--- src/rtl/decoder_scan_reg.sv ---
// rtl/decoder_scan_reg.sv - registered one-hot decoder with direct select and round-robin scan modes
// Optional build macro DECODER_ACTIVE_LOW_EN makes out_o active-low (selected bit 0, idle all ones).
module decoder_scan_reg #(
  parameter int SEL_W   = 3,
  parameter int NUM_OUT = 8,
  parameter int DIV     = 4
) (
  input  logic               clk_i,
  input  logic               reset_i,
  input  logic               enable_i,
  input  logic               mode_i,
  input  logic [SEL_W-1:0]   sel_i,
  output logic [NUM_OUT-1:0] out_o,
  output logic [SEL_W-1:0]   idx_o,
  output logic               oor_o,
  output logic               wrap_o
);

  localparam int PW = (DIV > 1) ? $clog2(DIV) : 1;

  // One extra bit so NUM_OUT == 2**SEL_W still compares correctly.
  localparam logic [SEL_W:0]   NUM_OUT_X = (SEL_W + 1)'(NUM_OUT);
  localparam logic [SEL_W-1:0] IDX_LAST  = SEL_W'(NUM_OUT - 1);
  localparam logic [PW-1:0]    PRE_LAST  = PW'(DIV - 1);

`ifdef DECODER_ACTIVE_LOW_EN
  localparam logic [NUM_OUT-1:0] OUT_IDLE = '1;
`else
  localparam logic [NUM_OUT-1:0] OUT_IDLE = '0;
`endif

  logic [PW-1:0]    pre_q;
  logic [SEL_W-1:0] idx_q;
  logic [SEL_W-1:0] idx_scan_nxt;
  logic [PW-1:0]    pre_scan_nxt;
  logic             pre_done;
  logic             idx_at_last;
  logic             sel_valid;

  function automatic logic [NUM_OUT-1:0] decode(input logic [SEL_W-1:0] idx);
    logic [NUM_OUT-1:0] v;
    v = '0;
    for (int i = 0; i < NUM_OUT; i++) begin
      v[i] = (idx == SEL_W'(i));
    end
`ifdef DECODER_ACTIVE_LOW_EN
    return ~v;
`else
    return v;
`endif
  endfunction

  assign sel_valid   = ({1'b0, sel_i} < NUM_OUT_X);
  assign pre_done    = (pre_q == PRE_LAST);
  assign idx_at_last = (idx_q == IDX_LAST);

  always_comb begin
    pre_scan_nxt = pre_q + PW'(1);
    idx_scan_nxt = idx_q;
    if (pre_done) begin
      pre_scan_nxt = '0;
      idx_scan_nxt = idx_at_last ? '0 : idx_q + SEL_W'(1);
    end
  end

  always_ff @(posedge clk_i) begin
    if (reset_i) begin
      out_o  <= OUT_IDLE;
      idx_q  <= '0;
      pre_q  <= '0;
      oor_o  <= 1'b0;
      wrap_o <= 1'b0;
    end else if (!enable_i) begin
      // Paused: index and prescaler hold so scanning resumes without a skip.
      out_o  <= OUT_IDLE;
      oor_o  <= 1'b0;
      wrap_o <= 1'b0;
    end else if (!mode_i) begin
      pre_q  <= '0;
      wrap_o <= 1'b0;
      if (sel_valid) begin
        idx_q <= sel_i;
        out_o <= decode(sel_i);
        oor_o <= 1'b0;
      end else begin
        out_o <= OUT_IDLE;
        oor_o <= 1'b1;
      end
    end else begin
      pre_q  <= pre_scan_nxt;
      idx_q  <= idx_scan_nxt;
      out_o  <= decode(idx_scan_nxt);
      oor_o  <= 1'b0;
      wrap_o <= pre_done && idx_at_last;
    end
  end

  assign idx_o = idx_q;

endmodule

--- config.mk ---
export PLATFORM = sky130hd
export DESIGN_NAME = decoder_scan_reg
export DESIGN_NICKNAME = d
export VERILOG_FILES = /design/src/rtl/decoder_scan_reg.sv
export SDC_FILE = /design/constraint.sdc
export NUM_CORES = 1
export LEC_CHECK = 0
export BUFFER_PORTS_ARGS = -buffer_cell sky130_fd_sc_hd__buf_2
export CAP_MARGIN = 20
export CORE_AREA = 2 2 40 42
export CTS_CLUSTER_SIZE = 28
export DETAILED_ROUTE_END_ITERATION = 10
export DIE_AREA = 0 0 42 44
export GPL_ROUTABILITY_DRIVEN = 0
export PLACE_DENSITY_LB_ADDON = 0.3
export SYNTH_ARGS = -nofsm -noshare
export SYNTH_HDL_FRONTEND = slang
export SYNTH_SLANG_ARGS = --single-unit
--- constraint.sdc ---
create_clock -name clk_i -period 1.8 [get_ports clk_i]
set_input_delay 0.36 -clock clk_i [delete_from_list [all_inputs] [get_ports clk_i]]
set_output_delay 0.36 -clock clk_i [all_outputs]
set_load 0.05 [all_outputs]
=== After elaboration in Yosys (flattened, before gate mapping) ===
Index checks and enable logic that the tools add are counted.

* Bits in registers: 14
* Logic and storage cells: 35
* Input bits: 7

* Equal/unequal tests: 16
* Bitwise operators: 2
* Add/subtract/negate cells: 2
* Mux-type cells: 6
* Reductions and logical operators: 5

{| class="wikitable"
|+ Operator list
! operator !! number
|-
| 3-bit == test, second input constant || 9
|-
| 3-bit by 2-bit == test with 1-bit output, second input constant || 4
|-
| 3-bit two-way mux || 3
|-
| 8-bit two-way mux || 1
|-
| 3-bit by 1-bit == test with 1-bit output, second input constant || 2
|-
| 3-bit zero test || 2
|-
| 2-bit two-way mux || 2
|-
| 3-bit by 1-bit adder with 3-bit output, second input constant || 1
|-
| 3-bit OR reduction || 1
|-
| 2-bit by 1-bit adder with 2-bit output, second input constant || 1
|-
| 2-bit == test, second input constant || 1
|-
| 1-bit NOT || 2
|-
| 2-bit OR reduction || 1
|-
| 1-bit logical AND || 1
|}

=== Longest topological paths before layout ===
Gate-level depths: netlist of the first run.

* Depth after elaboration: 5
* Gate-level depth with buffers: 5
* Mapped depth without buffers: 5

=== Worst setup path after synthesis of the first run ===
No wires, ideal clock.

* Path kind: register to register
* Start point: register idx_q[0], in the netlist idx_o[0]
* End point: register out_o[1]
* Required time: 1.708 ns
* Path slack: -0.055 ns
* Setup time: 0.092 ns
* Arrival: 1.763 ns
* Cell stages (with the launch flop): 6
* Period minus slack after synthesis: 1.855 ns
* Path buffers: 0
* Path through: dfxtp_1 > ha_1 > ha_1 > or3b_4 > a31o_4 > nor4_1

* Cells in the longest elaborated chain, start to end: 5
* Elaborated cells between the ends (all ways): 6

{| class="wikitable"
|+ Ends and longest elaborated chain
! element !! line !! text
|-
| from (decl) || 33 || <nowiki>logic [SEL_W-1:0] idx_q;</nowiki>
|-
| from (signal assigned) || 82 || <nowiki>idx_q <= sel_i;</nowiki>
|-
| from (signal assigned) || 91 || <nowiki>idx_q <= idx_scan_nxt;</nowiki>
|-
| 3-bit by 1-bit adder with 3-bit output / 3-bit == test (equally long branches) || 62, 55 ||
|-
| 3-bit two-way mux || 62 || <nowiki>idx_scan_nxt = idx_at_last ? '0 : idx_q + SEL_W'(1);</nowiki>
|-
| 3-bit two-way mux (*) || 60 || <nowiki>if (pre_done) begin</nowiki>
|-
| 3-bit by 1-bit == test with 1-bit output (*) || 44 || <nowiki>v[i] = (idx == SEL_W'(i));</nowiki>
|-
| 8-bit two-way mux (*) || 78 || <nowiki>end else if (!mode_i) begin</nowiki>
|-
| to (signal assigned) || 83 || <nowiki>out_o <= decode(sel_i);</nowiki>
|-
| to (signal assigned) || 92 || <nowiki>out_o <= decode(idx_scan_nxt);</nowiki>
|-
| to (decl) || 13 || <nowiki>output logic [NUM_OUT-1:0] out_o,</nowiki>
|}

Every way passes the cells marked *; elsewhere a longest branch is shown, timed or not.
A chain may end at the register's enable or synchronous reset.

=== Worst setup path after layout of the first run ===
* Start point: register idx_q[0], in the netlist idx_o[0]
* End point: register out_o[5]

* Cells in the longest elaborated chain, start to end: 5
* Elaborated cells between the ends (all ways): 6

{| class="wikitable"
|+ Ends and longest elaborated chain
! element !! line
|-
| 3-bit by 1-bit adder with 3-bit output / 3-bit == test (equally long branches) || 62, 55
|-
| 3-bit two-way mux || 62
|-
| 3-bit two-way mux (*) || 60
|-
| 3-bit == test (*) || 44
|-
| 8-bit two-way mux (*) || 78
|}

Marks and branches as above.

==> flow_summary.yaml, run 1 <==
run_status:
  status: "finished clean"
die:
  start_util_pct: 42.4
  rows: 14
  dieArea_um2: 1850
  dieWidth_um: 42
  core_area_um2: 1420
  die_y_um: 44
  ios: 20
routing:
  first_pass_iters: 6
  drtIter0Drc: 11
  drt.antenna.violating_nets: 0
  route.detailed.drc: 0
  via_per_inst: 5.29
  wirelength_um: 1240
  wl_per_cell_um: 12.4
  num_vias: 529
yosys:
  yosysUniqueCellTypes: 26
  synthesis.nets: 74
  syn_area_um2: 602
  synth.top_cell.area_share_pct: 46.6
  avgSynthCellArea_um2: 9.40
  synth-seq-area-share_pct: 46.6
  yosysWarnings: 0
  yosysTopAreaCell: "dfxtp_1"
  synthCells: 64
  ys_top_cells_by_area: "dfxtp_1 (47%), ha_1 (6.2%), a21oi_1 (4.2%)"
  synth-seq-cells: 14
final_layout:
  final_cell_mix: "buf_2 (18), dfxtp_1 (12), nor2_1 (6)"
  diodes: 0
  fin_nets: 95
  drive_above_1_share_pct: 35.7
  final_common_cell: "buf_2"
  layout-area-overhead-vs-synth_pct: 23.9
clocking:
  cts_sinks: 14
  cts_made_buffers: 3
  clk_pin_slew_ns: 0.08
  insertion_delay_ns: 0.28
  cts_tree: "built"
  cts_resized: 0
  cts.htree.levels: 1
  root_buffer: "clkbuf_4"
  cts_setup_buffers: 0
  postCtsHoldBufs: 0
  clockBufferDepth: 2
placement:
  port_buffers: 18
  dp_hpwl_um: 935
sta:
  fin_crit_sh_pct: 94.7
  drv_slew: 0
  fmax_mhz: 587
  period_needed_ns: 1.70
  setup_viol: 0
  fin_setup_tns_ns: 0
  hold_viol: 0
  rsz0062_at_grt: "no"
  skew_ns: 0.00314
  fin_hold_ws_ns: 0.298
power:
  seq_power_share_pct: 49.3
  p_switching_mw: 0.188
  combPwrFrac_pct: 17.1
  leakagePower_nw: 0.339
  clkPwrFrac_pct: 33.6
  sw_frac_of_total_pct: 28.2
  peakVddDrop_v: 0.000582
  power_density_nw_per_um2: 893
  p_int_mw: 0.478
global_routing:
  grt_busiest_layer: "met2"
  grt_pass1_wl_um: 2190
  grt_max_degree: 14
  grtUsageMet3_pct: 4.17
  antenna_found_initial: 0
  grt_usage_pct: 15.9
  grt_pass1_vias: 488
  grt_overflow: 0
  grtUsageMet1_pct: 20.8
  use_met2_pct: 23.4
critical_path:
  cp.arrival_ns: 1.90
  cp-start-kind: "flip-flop"
  path_max_fanout: 5
  critPathKind: "reg2reg"
  endpoint_kind: "flip-flop"
  crit_required_ns: 1.99
run:
  maxCapViolCount: 0
hold_path:
  hold_path.class: "in2reg"
## critical path, cell delays in order (launching register included)
cell,delay (ns)
dfxtp_2,0.35
ha_1,0.20
ha_1,0.20
or3b_4,0.40
a31o_4,0.26
nor4_1,0.21
## final timing paths
| path | start | endpoint | slack, ns | depth (start not counted) |
|---|---|---|---|---|
| min reg2reg | pre_q[1] | pre_q[1] | 0.47 | 2 |
| min | reset_i | pre_q[1] | 0.30 | 2 |
| max | idx_o[0] | out_o[5] | 0.1 | 5 |
| max reg2reg | idx_o[0] | out_o[5] | 0.1 | 5 |
## state kept, by name, indices dropped and copies added (netlist names)
signal and cells:
idx_o 3, out_o 8, wrap_o 1, pre_q 2
## power by group through the flow
| stage | combinational (mW) | clock [mW] | sequential [mW] |
|---|---|---|---|
| floorplan | 0.0524 | 0 | 0.366 |
| global placement | 0.111 | 0 | 0.335 |
| detailed placement | 0.111 | 0 | 0.336 |
| CTS | 0.112 | 0.231 | 0.328 |
| global route | 0.123 | 0.243 | 0.330 |
| finish | 0.114 | 0.224 | 0.329 |
## through the flow
stage / util [%] / worst slack, ns / instances / instance area (µm²) / total power [mW]
2_1_floorplan: - / 0.0836 / 64 / 604 / 0.419
3_3_place_gp: 49.6 / 0.169 / 96 / 703 / 0.447
3_5_place_dp: 49.6 / 0.0593 / 96 / 703 / 0.447
4_1_cts: 52.1 / 0.0437 / 100 / 739 / 0.671
5_1_grt: 52.6 / 0.0143 / 100 / 746 / 0.697
6_report: 52.6 / 0.0961 / 100 / 746 / 0.666
## layer usage
metal / wire length (µm) / part of all wire (%) / vias up
met5: 0 / 0 / -
met4: 18 / 1.5 / 0
met3: 90 / 7.3 / 2
met2: 548 / 44 / 25
met1: 581 / 47 / 232
li1: - / - / 270
## cell usage after synthesis
master and instances:
buf_6 1, a211o_1 1, clkbuf_1 1, o21ai_0 1
o22ai_1 2, or3b_4 1, a21o_1 1, a31o_4 1
and4bb_2 1, nand3_1 2, nor3_1 5, nor3b_1 1
a21oi_1 5, nand2_1 5, mux2i_1 2, buf_4 1
inv_1 1, ha_1 3, a31oi_1 1, nor4_1 3
nor2_1 6, buf_1 1, dfxtp_1 14, nand2b_1 2
conb_1 1, o2111ai_1 1
## area by class of cell
cell class | instances | area, µm²
tap | 16 | 20.0
sequential | 14 | 283
clock buffer | 4 | 36.3
timing repair buffer | 20 | 105
inverter | 1 | 3.75
fill | 142 | 673
multi-input combinational | 45 | 298
## logic make-up after synthesis
family / Yosys count / synth area share [%]
buffers and inverters: 5 / 4.99
AND/OR/NAND/NOR: 26 / 23.1
adder cells (fa/ha/maj): 3 / 6.24
other: 1 / 0.623
multiplexers: 2 / 3.33
AO/OA/AOI/OAI: 13 / 15.2
flip-flops: 14 / 46.6
Power figures use the tool's default switching activity.
==> run 2: changes to the inputs <==
==> config.mk (replaced) <==
export PLATFORM = sky130hd
export DESIGN_NAME = decoder_scan_reg
export DESIGN_NICKNAME = d
export VERILOG_FILES = /design/src/rtl/decoder_scan_reg.sv
export SDC_FILE = /design/constraint.sdc
export NUM_CORES = 1
export LEC_CHECK = 0
export ABC_AREA = 1
export BUFFER_PORTS_ARGS = -buffer_cell sky130_fd_sc_hd__buf_2
export CAP_MARGIN = 20
export CORE_AREA = 2 2 41 43
export CTS_CLUSTER_SIZE = 28
export DETAILED_ROUTE_END_ITERATION = 10
export DIE_AREA = 0 0 43 45
export GPL_ROUTABILITY_DRIVEN = 0
export PLACE_DENSITY = 0.76
export SYNTH_ARGS = -nofsm -noshare
export SYNTH_HDL_FRONTEND = slang
export SYNTH_SLANG_ARGS = --single-unit
==> run 2 against run 1 <==
  * Routed wire length increased by 13%
  * Power increased by 4.1%
  * Register-to-register slack improved by 0.28 ns
  * Final cell count increased by 26%
  * Non-clock buffer count decreased by 2
  * Critical endpoint is now idx_o[2]
  * Largest cell class unchanged
  * Largest power group unchanged
==> flow_summary.yaml, run 2 <==
critical_path:
  path_cells: "ha_1, ha_1, inv_1, nand3_1, nand4_1, o31ai_1"
  critPathMaxStageDelay_ns: 0.36
  critPathKind: "reg2reg"
  cp-start-kind: "flip-flop"
  path_max_fanout: 5
  slowest_stage: "dfxtp_1"
  crit_top_cell: "ha_1"
  cp.arrival_ns: 1.60
  crit_required_ns: 1.98
  endpoint_kind: "flip-flop"
routing:
  wl_met1_um: 607
  via_per_inst: 5.05
  route.detailed.drc: 0
  wl_met2_um: 657
  num_vias: 636
  wirelength_um: 1400
  drt.antenna.violating_nets: 0
  wl_per_cell_um: 11.1
  drtIter0Drc: 7
  route.met3.wl_um: 106
  top_layer: "met4"
  first_pass_iters: 4
final_layout:
  final_cell_mix: "buf_2 (18), nand2_1 (17), dfxtp_1 (14)"
  regMostFlops: "out_o"
  drive_above_1_share_pct: 30.9
  final_core_util_pct: 54.8
  layout-area-overhead-vs-synth_pct: 18.8
  finalInstanceArea_um2: 807
  stdcell_count: 126
  final_common_cell: "buf_2"
  largest_reg_flops: 8
  diodes: 0
  fin_nets: 121
yosys:
  ys_async_sr_fraction_pct: 0
  synth.top_cell.area_share_pct: 41.3
  synth_most_common_cell: "nand2_1"
  synth_xor_area_share_pct: 0
  yosys.area_share.adder_pct: 5.52
  ys_top_cells_by_area: "dfxtp_1 (41%), nand2_1 (9.4%), nand3_2 (7.4%)"
  synth-seq-cells: 14
  synth_top_family_by_area: "simple AND/OR/NAND/NOR gates"
  syn_area_um2: 679
  yosysUniqueCellTypes: 18
  synth_edf_count: 0
  synth_commonest_cells: "nand2_1 (17), dfxtp_1 (14), inv_1 (13)"
  synthCells: 90
  synth_mux_area_share_pct: 0
  synth_compound_area_share_pct: 7.55
  synthesis.nets: 100
  synth_flop_cell: "dfxtp_1"
  avgSynthCellArea_um2: 7.55
  synth-seq-area-share_pct: 41.3
  yosysTopAreaCell: "dfxtp_1"
  yosys.area_share.simple_pct: 34.6
  yosysWarnings: 0
die:
  dieWidth_um: 43
  core_area_um2: 1470
  die_y_um: 45
  start_util_pct: 46.2
  ios: 20
  dieArea_um2: 1940
  rows: 14
sta:
  fin_crit_sh_pct: 79.1
  fin_setup_tns_ns: 0
  setup_viol: 0
  rsz0062_at_grt: "no"
  hold_viol: 0
  skew_ns: 0.00353
  fmax_mhz: 703
  period_needed_ns: 1.42
  worst_slack_ns: 0.377
  drv_slew: 0
run:
  maxCapViolCount: 0
global_routing:
  grt_max_degree: 11
  grt_pass1_vias: 532
  grt_overflow: 0
  grt_pass1_wl_um: 2200
  grt_usage_pct: 15.4
  antenna_found_initial: 0
clocking:
  root_buffer: "clkbuf_4"
  clockBufferDepth: 2
  cts_sinks: 14
  cts_resized: 0
  cts_made_buffers: 3
  postCtsHoldBufs: 0
  cts.htree.levels: 1
  cts_tree: "built"
  insertion_delay_ns: 0.29
  clk_pin_slew_ns: 0.09
  cts_setup_buffers: 0
hold_path:
  hold_path.class: "in2reg"
placement:
  pre_cts_ws_ns: 0.408
  port_buffers: 18
  place_area_um2: 771
  numPlacedInstances: 122
  dp_hpwl_um: 1090
power:
  leakagePower_nw: 0.427
  peakVddDrop_v: 0.000501
  power_density_nw_per_um2: 859
run_status:
  status: "finished clean"
-- run 2: report_power, final --
part	total, mW	leakage (nW)	switching, mW	internal [mW]
registers	0.329	0.114	0.00816	0.320
clock network	0.237	0.0210	0.114	0.123
logic	0.128	0.292	0.0923	0.0352
total	0.693	0.427	0.214	0.479
-- run 2: routing by layer --
layer / vias up / track usage [%]
li1: 322 / -
met1: 288 / 18.0
met2: 23 / 25.5
met3: 3 / 4.40
met4: 0 / 9.09
met5: - / 0
-- run 2: cell families after synthesis --
logic type / Yosys count
and+or+nand+nor: 47
buffers and inverters: 16
DFF: 14
AOI/OAI and AO/OA: 9
adders and majority gates: 3
other: 1
-- run 2: path summary, 6_finish.rpt --
check	from	end	slack, ns	cells after the start
max	idx_o[0]	idx_o[2]	0.38	6
min	reset_i	pre_q[0]	0.26	2
max reg2reg	idx_o[0]	idx_o[2]	0.38	6
min reg2reg	pre_q[1]	pre_q[1]	0.51	2
-- run 2: layout make-up --
cell class,count,area [µm²]
tap,16,20.0
clock buffer,4,36.3
timing repair buffer,18,90.1
inverter,14,52.6
multi-input combinational,60,328
fill,142,664
sequential,14,280
-- run 2: worst max-delay path, delay by kind of cell, from the launching register on --
kind,cells,cell delay [ns]
flip-flops,1,0.36
buffers and inverters,1,0.05
AO/OA/AOI/OAI,1,0.09
AND/OR/NAND/NOR,2,0.33
adder cells (fa/ha/maj),2,0.48
-- run 2: through the flow --
step / hold slack (ns) / total power [mW]
after global placement: 0.476 / 0.461
after floorplan: 0.429 / 0.435
after CTS: 0.257 / 0.698
final: 0.265 / 0.693
after detailed placement: 0.489 / 0.463
after global routing: 0.286 / 0.717
